===== config.mk =====
export PLATFORM = sky130hd
export DESIGN_NAME = la_capture_wb_flat
export DESIGN_NICKNAME = d
export VERILOG_FILES = /design/src/rtl/la_capture_wb_if.sv /design/src/rtl/la_capture_wb.sv /design/src/flat_wrapper.sv
export SDC_FILE = /design/constraint.sdc
export NUM_CORES = 1
export LEC_CHECK = 0
export ABC_AREA = 1
export ABC_CLOCK_PERIOD_IN_PS = 13400
export BUFFER_PORTS_ARGS = -buffer_cell sky130_fd_sc_hd__clkbuf_2
export CORE_UTILIZATION = 30
export CTS_BUF_LIST = sky130_fd_sc_hd__clkbuf_4
export DETAILED_ROUTE_END_ITERATION = 12
export SLEW_MARGIN = 10
export SYNTH_ARGS = -nofsm -noshare
export SYNTH_HDL_FRONTEND = slang
export SYNTH_SLANG_ARGS = --single-unit

===== constraint.sdc =====
create_clock -name wb_clk_i -period 13.4 [get_ports wb_clk_i]
set_input_delay 2.01 -clock wb_clk_i [delete_from_list [all_inputs] [get_ports wb_clk_i]]
set_output_delay 2.01 -clock wb_clk_i [all_outputs]
set_load 0.01 [all_outputs]

===== src/rtl/la_capture_wb_if.sv =====
// rtl/la_capture_wb_if.sv - Wishbone slave bundle for the logic-analyzer capture engine
interface la_capture_wb_if;
  logic [31:0] wb_dat_i;
  logic [31:0] wb_adr_i;
  logic [3:0]  wb_sel_i;
  logic        wb_cyc_i;
  logic        wb_stb_i;
  logic        wb_we_i;
  logic [31:0] wb_dat_o;
  logic        wb_ack_o;

  modport master (
    output wb_dat_i, wb_adr_i, wb_sel_i, wb_cyc_i, wb_stb_i, wb_we_i,
    input  wb_dat_o, wb_ack_o
  );

  modport slave (
    input  wb_dat_i, wb_adr_i, wb_sel_i, wb_cyc_i, wb_stb_i, wb_we_i,
    output wb_dat_o, wb_ack_o
  );
endinterface


===== src/rtl/la_capture_wb.sv =====
// rtl/la_capture_wb.sv - LA capture engine: optional pattern trigger, masked lane samples into a FIFO, Wishbone drain
module la_capture_wb #(
  parameter logic [31:0] BASE_ADR = 32'h2200_0100,
  parameter int          DEPTH    = 16,
  parameter int          CNT_W    = 8
) (
  input  logic           wb_clk_i,
  input  logic           wb_rst_i,
  la_capture_wb_if.slave wb,
  input  logic [127:0]   la_data_in,
  input  logic [127:0]   la_oenb,
  input  logic [127:0]   la_iena,
  output logic           irq_o
);
  localparam int AW = (DEPTH > 1) ? $clog2(DEPTH) : 1;
  localparam logic [CNT_W-1:0] DEPTH_C = CNT_W'(DEPTH);

  typedef enum logic [1:0] {S_IDLE = 2'd0, S_WAIT = 2'd1, S_CAPT = 2'd2, S_DONE = 2'd3} state_t;
  state_t state, state_nx;

  logic             ack_q;
  logic [31:0]      dat_q, rd_data;
  logic [1:0]       lane;
  logic             tmode, irq_en;
  logic [31:0]      tmask, tval;
  logic [CNT_W-1:0] nsamp, nsamp_eff, taken, level;
  logic [15:0]      div, div_cnt;
  logic [31:0]      mem [DEPTH];
  logic [AW-1:0]    wr_ptr, rd_ptr;

  logic        valid, access, wr, rd, ctrl_wr, arm_wr, abort_wr;
  logic        push, pop, flush, trig_hit, empty, full;
  logic [7:0]  off;
  logic [31:0] sample;

  assign valid    = wb.wb_cyc_i & wb.wb_stb_i & (wb.wb_adr_i[31:8] == BASE_ADR[31:8]);
  // An access is taken only while ack is low, so every transfer costs two cycles.
  assign access   = valid & ~ack_q;
  assign wr       = access & wb.wb_we_i;
  assign rd       = access & ~wb.wb_we_i;
  assign off      = wb.wb_adr_i[7:0];
  assign ctrl_wr  = wr & (off == 8'h00) & wb.wb_sel_i[0];
  assign arm_wr   = ctrl_wr & wb.wb_dat_i[0];
  assign abort_wr = ctrl_wr & wb.wb_dat_i[1];

  assign sample    = la_data_in[{lane, 5'b0} +: 32] & la_oenb[{lane, 5'b0} +: 32]
                   & la_iena[{lane, 5'b0} +: 32];
  assign trig_hit  = ((sample ^ tval) & tmask) == 32'd0;
  assign nsamp_eff = (nsamp == '0 || nsamp > DEPTH_C) ? DEPTH_C : nsamp;
  assign empty     = (level == '0);
  assign full      = (level == DEPTH_C);
  assign push      = (state == S_CAPT) & (div_cnt == 16'd0) & ~abort_wr;
  assign pop       = rd & (off == 8'h10) & ~empty;

  always_comb begin
    state_nx = state;
    flush    = 1'b0;
    if (abort_wr) begin
      state_nx = S_IDLE;
      flush    = 1'b1;
    end else begin
      case (state)
        S_IDLE, S_DONE: if (arm_wr) begin
          state_nx = wb.wb_dat_i[4] ? S_WAIT : S_CAPT;
          flush    = 1'b1;
        end
        S_WAIT: if (trig_hit) state_nx = S_CAPT;
        S_CAPT: if (push && (taken + CNT_W'(1)) == nsamp_eff) state_nx = S_DONE;
        default: ;
      endcase
    end
  end

  always_comb begin
    rd_data = 32'd0;
    case (off)
      8'h00: rd_data = {26'd0, irq_en, tmode, lane, 1'b0, state != S_IDLE};
      8'h04: rd_data = {8'd0, 8'(taken), 8'(level), 4'd0, full, empty, state};
      8'h08: rd_data = tmask;
      8'h0C: rd_data = tval;
      8'h10: rd_data = empty ? 32'd0 : mem[rd_ptr];
      8'h14: rd_data = 32'(nsamp);
      8'h18: rd_data = {16'd0, div};
      default: ;
    endcase
  end

  always_ff @(posedge wb_clk_i or posedge wb_rst_i) begin
    if (wb_rst_i) begin
      state   <= S_IDLE;
      ack_q   <= 1'b0;
      dat_q   <= 32'd0;
      lane    <= 2'd0;
      tmode   <= 1'b0;
      irq_en  <= 1'b0;
      tmask   <= 32'd0;
      tval    <= 32'd0;
      nsamp   <= '0;
      div     <= 16'd0;
      div_cnt <= 16'd0;
      taken   <= '0;
      level   <= '0;
      wr_ptr  <= '0;
      rd_ptr  <= '0;
    end else begin
      state <= state_nx;
      ack_q <= access;
      dat_q <= access ? rd_data : 32'd0;
      if (ctrl_wr) {irq_en, tmode, lane} <= wb.wb_dat_i[5:2];
      for (int b = 0; b < 4; b++) begin
        if (wr && off == 8'h08 && wb.wb_sel_i[b]) tmask[8*b +: 8] <= wb.wb_dat_i[8*b +: 8];
        if (wr && off == 8'h0C && wb.wb_sel_i[b]) tval[8*b +: 8]  <= wb.wb_dat_i[8*b +: 8];
      end
      if (wr && off == 8'h14) nsamp <= wb.wb_dat_i[CNT_W-1:0];
      if (wr && off == 8'h18) div   <= wb.wb_dat_i[15:0];
      if (flush) begin
        wr_ptr  <= '0;
        rd_ptr  <= '0;
        level   <= '0;
        taken   <= '0;
        div_cnt <= 16'd0;
      end else begin
        if (push) begin
          wr_ptr <= wr_ptr + AW'(1);
          taken  <= taken + CNT_W'(1);
        end
        if (pop) rd_ptr <= rd_ptr + AW'(1);
        level <= level + CNT_W'(push) - CNT_W'(pop);
        // Divider reloads on every push; zero on entry makes the first CAPT cycle sample.
        if (state == S_CAPT) div_cnt <= (div_cnt == 16'd0) ? div : div_cnt - 16'd1;
      end
    end
  end

  always_ff @(posedge wb_clk_i) begin
    if (push) mem[wr_ptr] <= sample;
  end

  assign wb.wb_ack_o = ack_q;
  assign wb.wb_dat_o = dat_q;
  assign irq_o       = irq_en & (state == S_DONE);
endmodule


===== src/flat_wrapper.sv =====
// flat-port wrapper written by rule: the top's interface ports become plain ports
module la_capture_wb_flat 
#(
  parameter logic [31:0] BASE_ADR = 32'h2200_0100,
  parameter int          DEPTH    = 16,
  parameter int          CNT_W    = 8
)
  (wb_clk_i, wb_rst_i, la_data_in, la_oenb, la_iena, irq_o, wb_wb_dat_i, wb_wb_adr_i, wb_wb_sel_i, wb_wb_cyc_i, wb_wb_stb_i, wb_wb_we_i, wb_wb_dat_o, wb_wb_ack_o);
  la_capture_wb_if wb_i ();
  input  logic wb_clk_i;
  input  logic wb_rst_i;
  input  logic [127:0] la_data_in;
  input  logic [127:0] la_oenb;
  input  logic [127:0] la_iena;
  output logic irq_o;
  input wire logic [$bits(wb_i.wb_dat_i)-1:0] wb_wb_dat_i;
  input wire logic [$bits(wb_i.wb_adr_i)-1:0] wb_wb_adr_i;
  input wire logic [$bits(wb_i.wb_sel_i)-1:0] wb_wb_sel_i;
  input wire logic [$bits(wb_i.wb_cyc_i)-1:0] wb_wb_cyc_i;
  input wire logic [$bits(wb_i.wb_stb_i)-1:0] wb_wb_stb_i;
  input wire logic [$bits(wb_i.wb_we_i)-1:0] wb_wb_we_i;
  output wire logic [$bits(wb_i.wb_dat_o)-1:0] wb_wb_dat_o;
  output wire logic [$bits(wb_i.wb_ack_o)-1:0] wb_wb_ack_o;
  assign wb_i.wb_dat_i = wb_wb_dat_i;
  assign wb_i.wb_adr_i = wb_wb_adr_i;
  assign wb_i.wb_sel_i = wb_wb_sel_i;
  assign wb_i.wb_cyc_i = wb_wb_cyc_i;
  assign wb_i.wb_stb_i = wb_wb_stb_i;
  assign wb_i.wb_we_i = wb_wb_we_i;
  assign wb_wb_dat_o = wb_i.wb_dat_o;
  assign wb_wb_ack_o = wb_i.wb_ack_o;
  la_capture_wb #(.BASE_ADR(BASE_ADR), .DEPTH(DEPTH), .CNT_W(CNT_W)) u_core (.wb_clk_i(wb_clk_i), .wb_rst_i(wb_rst_i), .wb(wb_i), .la_data_in(la_data_in), .la_oenb(la_oenb), .la_iena(la_iena), .irq_o(irq_o));
endmodule

==> results.rst <==
.. list-table::
   :header-rows: 1

   * - Metric
     - Value
   * - Nets in the synthesized netlist
     - 3399
   * - Top area cells in the synthesized netlist
     - sky130_fd_sc_hd__edfxtp_1, sky130_fd_sc_hd__dfrtp_1, sky130_fd_sc_hd__nand2_1, sky130_fd_sc_hd__o21ai_0, sky130_fd_sc_hd__nand3_1
   * - Routability cong.
     - ~0.97
   * - Sequential-to-total area share from yosys stat
     - 0.6447
   * - Async set or reset register ratio after synthesis
     - 0.2459
   * - Post-route setup TNS
     - 0 ns
   * - Clock insertion delay at the later pin of the skew report
     - 0.94 ns
   * - Worst Setup Slack post-DPL
     - between 7 and 8 ns
   * - Vias in the first global route
     - ~25000
   * - Number of storage elements in the synthesis netlist
     - between 600 and 700
   * - Non-filler instance count after layout
     - 4907
   * - CTS Sinks
     - 679
   * - Max H-tree Level
     - 4
   * - Count of different cell masters after synthesis
     - between 50 and 60
   * - Shortest period the worst path allows
     - between 5 and 6 ns
   * - Buffer levels on the longest clock path
     - 3
   * - Number of enable-type register cells in the synthesized netlist
     - slightly above 500
   * - Net count reported at finish
     - 3954
   * - Sequential share of power
     - 0.550
   * - Synthesized instance count
     - ~3000
   * - CTS tree
     - yes
   * - Final WL
     - about 110 mm
   * - Peak per-stage delay on the critical path
     - between 0.6 and 0.7 ns
   * - Share of final-layout standard cells stronger than drive strength 1
     - 0.2362
   * - Areal power density over the cells
     - 112.8 nW/um^2
   * - Area grow syn2layout
     - 19.99%
   * - Number of post-CTS setup repair buffers
     - 0
   * - Worst-case setup margin in the final layout
     - between 8 and 9 ns
   * - Worst setup skew after layout
     - between 0.05 and 0.06 ns
   * - Total power draw
     - slightly above 4 mW
   * - Reported max-cap violation count
     - 0
   * - Max IR drop VDD
     - ~0.000055 V
   * - Setup repair after global routing missed its margin
     - false
   * - Total CTS buffers
     - approximately 160
   * - Vertical extent of the die
     - ~320 um
   * - Final Hold Fails
     - 0
   * - Required time reported for the critical path endpoint
     - between 10 and 15 ns
   * - Cell area after technology mapping
     - about 30000 um^2
   * - Grt total ovfl
     - 0
   * - Synthesis warning total
     - 0
   * - Kind of start point of the critical path
     - primary input
   * - Critical Path Slowest Stage Cell
     - sky130_fd_sc_hd__inv_2
   * - Maximum clock rate
     - just under 200 MHz
   * - Max-slew violation count
     - 0
   * - Final setup vio count
     - 0
   * - Cell taking the most area after synthesis
     - sky130_fd_sc_hd__edfxtp_1
   * - Largest driver fanout on the critical path
     - 27
   * - Pre-antenna DRT Iters
     - 5
   * - Detailed-placement wirelength estimate
     - 78.49 mm
   * - Initial antenna violation count
     - 12
   * - Floorplan row count
     - 116
   * - Share of the clock period used by the worst path
     - 0.3774
   * - Standard cell core area
     - 100100 um^2
   * - Pin count of the biggest net entering global routing
     - ~100
   * - Critical path, cell by cell
     - clkbuf_2 > nor2_1 > nand3_1 > nor3_2 > nand2_1 > inv_2 > nand3_1 > inv_1 > ha_1 > inv_1 > ha_1 > fa_1 > inv_1 > o31ai_1 > and2_1 > nor2_1 > o21ai_0 > xnor2_1 > nor2_1
   * - Synthesized area per cell
     - just over 10 um^2
   * - Rel. slew slack
     - 0.2563
   * - Clock tree root buffer cell
     - sky130_fd_sc_hd__clkbuf_4
   * - Starting DRT DRC Count
     - ~2400
   * - Switching part of the total power
     - 0.2257
   * - Total of buffers placed on input and output ports
     - 490
   * - Count of boundary I/O pins
     - between 400 and 500
   * - Floorplan die width
     - approximately 320 um
   * - Number of antenna-violating nets in the routed design
     - 0
   * - Via count of the routed design
     - approximately 25000
   * - Worst hold margin
     - 0.4936 ns
   * - Critical Setup Path Class
     - in -> reg
   * - CP arrival
     - between 5 and 6 ns
   * - Aggregate global-route resource usage
     - 0.2174
   * - Average vias per placed instance
     - about 5.1
   * - Number of cells after detailed placement
     - approximately 4600
   * - Starting utilization of the core area
     - 0.3029
   * - Wirelength per Cell
     - between 20 and 25 um
   * - Transition time of the tightest slew-check pin
     - 1.116 ns
   * - Area occupied by registers
     - about 20000 um^2
   * - Result of the run
     - complete, no violations
   * - Post-CTS Hold Fix Bufs
     - 0
   * - Reg clk slew, reported paths
     - ~0.06 ns
   * - Kind of capture point of the worst setup path
     - flip-flop
   * - Switching power total
     - between 0.9 and 1 mW
   * - Number of fill cells in the layout
     - roughly 10000
   * - Quantity of gates resized following cts
     - 0
   * - Wire length of the first global-routing pass
     - roughly 160 mm
   * - Leakage power figure
     - ~14 nW
   * - Path category of the worst min-delay check
     - reg -> reg
   * - Int Power
     - between 3 and 4 mW
   * - Portion of synthesized cell area occupied by the leading cell type
     - 0.5069
   * - Area occupied by multi-input gates
     - around 9400 um^2
   * - Die ar.
     - slightly above 100000 um^2
   * - DRC violation count after routing
     - 0
   * - Share of total power in combinational logic
     - 0.037
   * - Clock share of power
     - 0.413
   * - Prevailing post-synth register cell
     - sky130_fd_sc_hd__edfxtp_1
[registers in the layout, indices dropped and copies added, names as in the netlist, 2 cells and up]
signal and count:
u_core.state 2, u_core.rd_ptr 4, u_core.mem 512, u_core.div 16
u_core.wb.wb_dat_o 32, u_core.tval 32, u_core.level 8, u_core.tmask 32
u_core.taken 8, u_core.lane 2, u_core.wr_ptr 4, u_core.div_cnt 16
u_core.nsamp 8
[final cells by class]
cell class,count,area share
diodes,6,0.0004125
clock buffers,247,0.05095
clock inverters,49,0.006669
inverters,239,0.02503
multi-input cells,1858,0.2590
flip-flops and latches,679,0.5374
well taps,1298,0.04462
repair buffers,531,0.07584
[power groups by stage]
stage,sequential (mW),combinational [mW],clock (mW)
global placement,2.30,0.150,0
detailed placement,2.30,0.151,0
CTS,2.26,0.152,1.73
global route,2.26,0.163,1.83
finish,2.26,0.153,1.70
floorplan,2.30,0.0388,0
[worst max-delay path, delay by kind of cell]
family	cells	cell delay, ns
xor+xnor	1	0.14
simple gates	8	1.53
compound gates	2	0.40
buf+inv	5	1.08
fa+ha+maj	3	0.66
[logic make-up (layout without fill, tap and decap cells)]
| family | Yosys count | after routing | synth area share |
|---|---|---|---|
| AND/OR/NAND/NOR | 1257 | 1257 | 0.1835 |
| flip-flops | 679 | 679 | 0.6447 |
| AO/OA/AOI/OAI | 559 | 559 | 0.1073 |
| buffers and inverters | 381 | 1066 | 0.04917 |
| adder cells (fa/ha/maj) | 24 | 24 | 0.01015 |
| XOR/XNOR | 18 | 18 | 0.005198 |
| other | 0 | 6 | 0 |
[synth_stat cells (all sizes together) (20+ instances only)]
cell type,number
nand2,587
edfxtp,512
o21ai,298
nand3,257
nor2,241
inv,235
dfrtp,167
nand4,143
a21oi,95
clkbuf,94
buf,48
o22ai,48
o221ai,32
ha,23
o211ai,23
a221oi,20
[layer usage]
| layer | share of wire | global-route usage | up-vias |
|---|---|---|---|
| li1 | - | - | 11620 |
| met1 | 0.38 | 0.2546 | 12133 |
| met2 | 0.48 | 0.3581 | 1189 |
| met3 | 0.077 | 0.04832 | 259 |
| met4 | 0.066 | 0.1444 | 6 |
| met5 | 0.00038 | 0 | - |
[layout by cell type, fill, tap and decap left out, types with 48 or more instances in the layout]
master / count
sky130_fd_sc_hd__dfrtp_1: 164
sky130_fd_sc_hd__inv_1: 225
sky130_fd_sc_hd__nor2_1: 215
sky130_fd_sc_hd__nand4_1: 141
sky130_fd_sc_hd__nand2_1: 582
sky130_fd_sc_hd__edfxtp_1: 512
sky130_fd_sc_hd__o21ai_0: 277
sky130_fd_sc_hd__nand3_1: 256
sky130_fd_sc_hd__clkbuf_2: 490
sky130_fd_sc_hd__o22ai_1: 48
sky130_fd_sc_hd__a21oi_1: 95
sky130_fd_sc_hd__clkbuf_4: 247
[per-stage QoR]
| step | utilization | area (um^2) |
|---|---|---|
| floorplan | - | 30330 |
| global placement | 0.3423 | 34280 |
| detailed placement | 0.3423 | 34280 |
| CTS | 0.3633 | 36380 |
| global route | 0.3634 | 36390 |
| finish | 0.3634 | 36390 |
[worst paths after layout]
kind                                   from                endpoint  slack (ns)  cells past startpoint
setup / recovery             wb_wb_adr_i[1]         u_core.level[6]        8.34                     19
hold / removal                u_core.div[8]           u_core.div[8]        0.49                      2
setup reg to reg           u_core.rd_ptr[0]  u_core.wb.wb_dat_o[30]        8.99                      9
hold reg to reg               u_core.div[8]           u_core.div[8]        0.49                      2
max in group asynchronous          wb_rst_i        u_core.rd_ptr[0]       10.59                      3
min in group asynchronous          wb_rst_i  u_core.wb.wb_dat_o[21]        1.19                      2
Note: power is estimated with default switching activity, not from simulation.
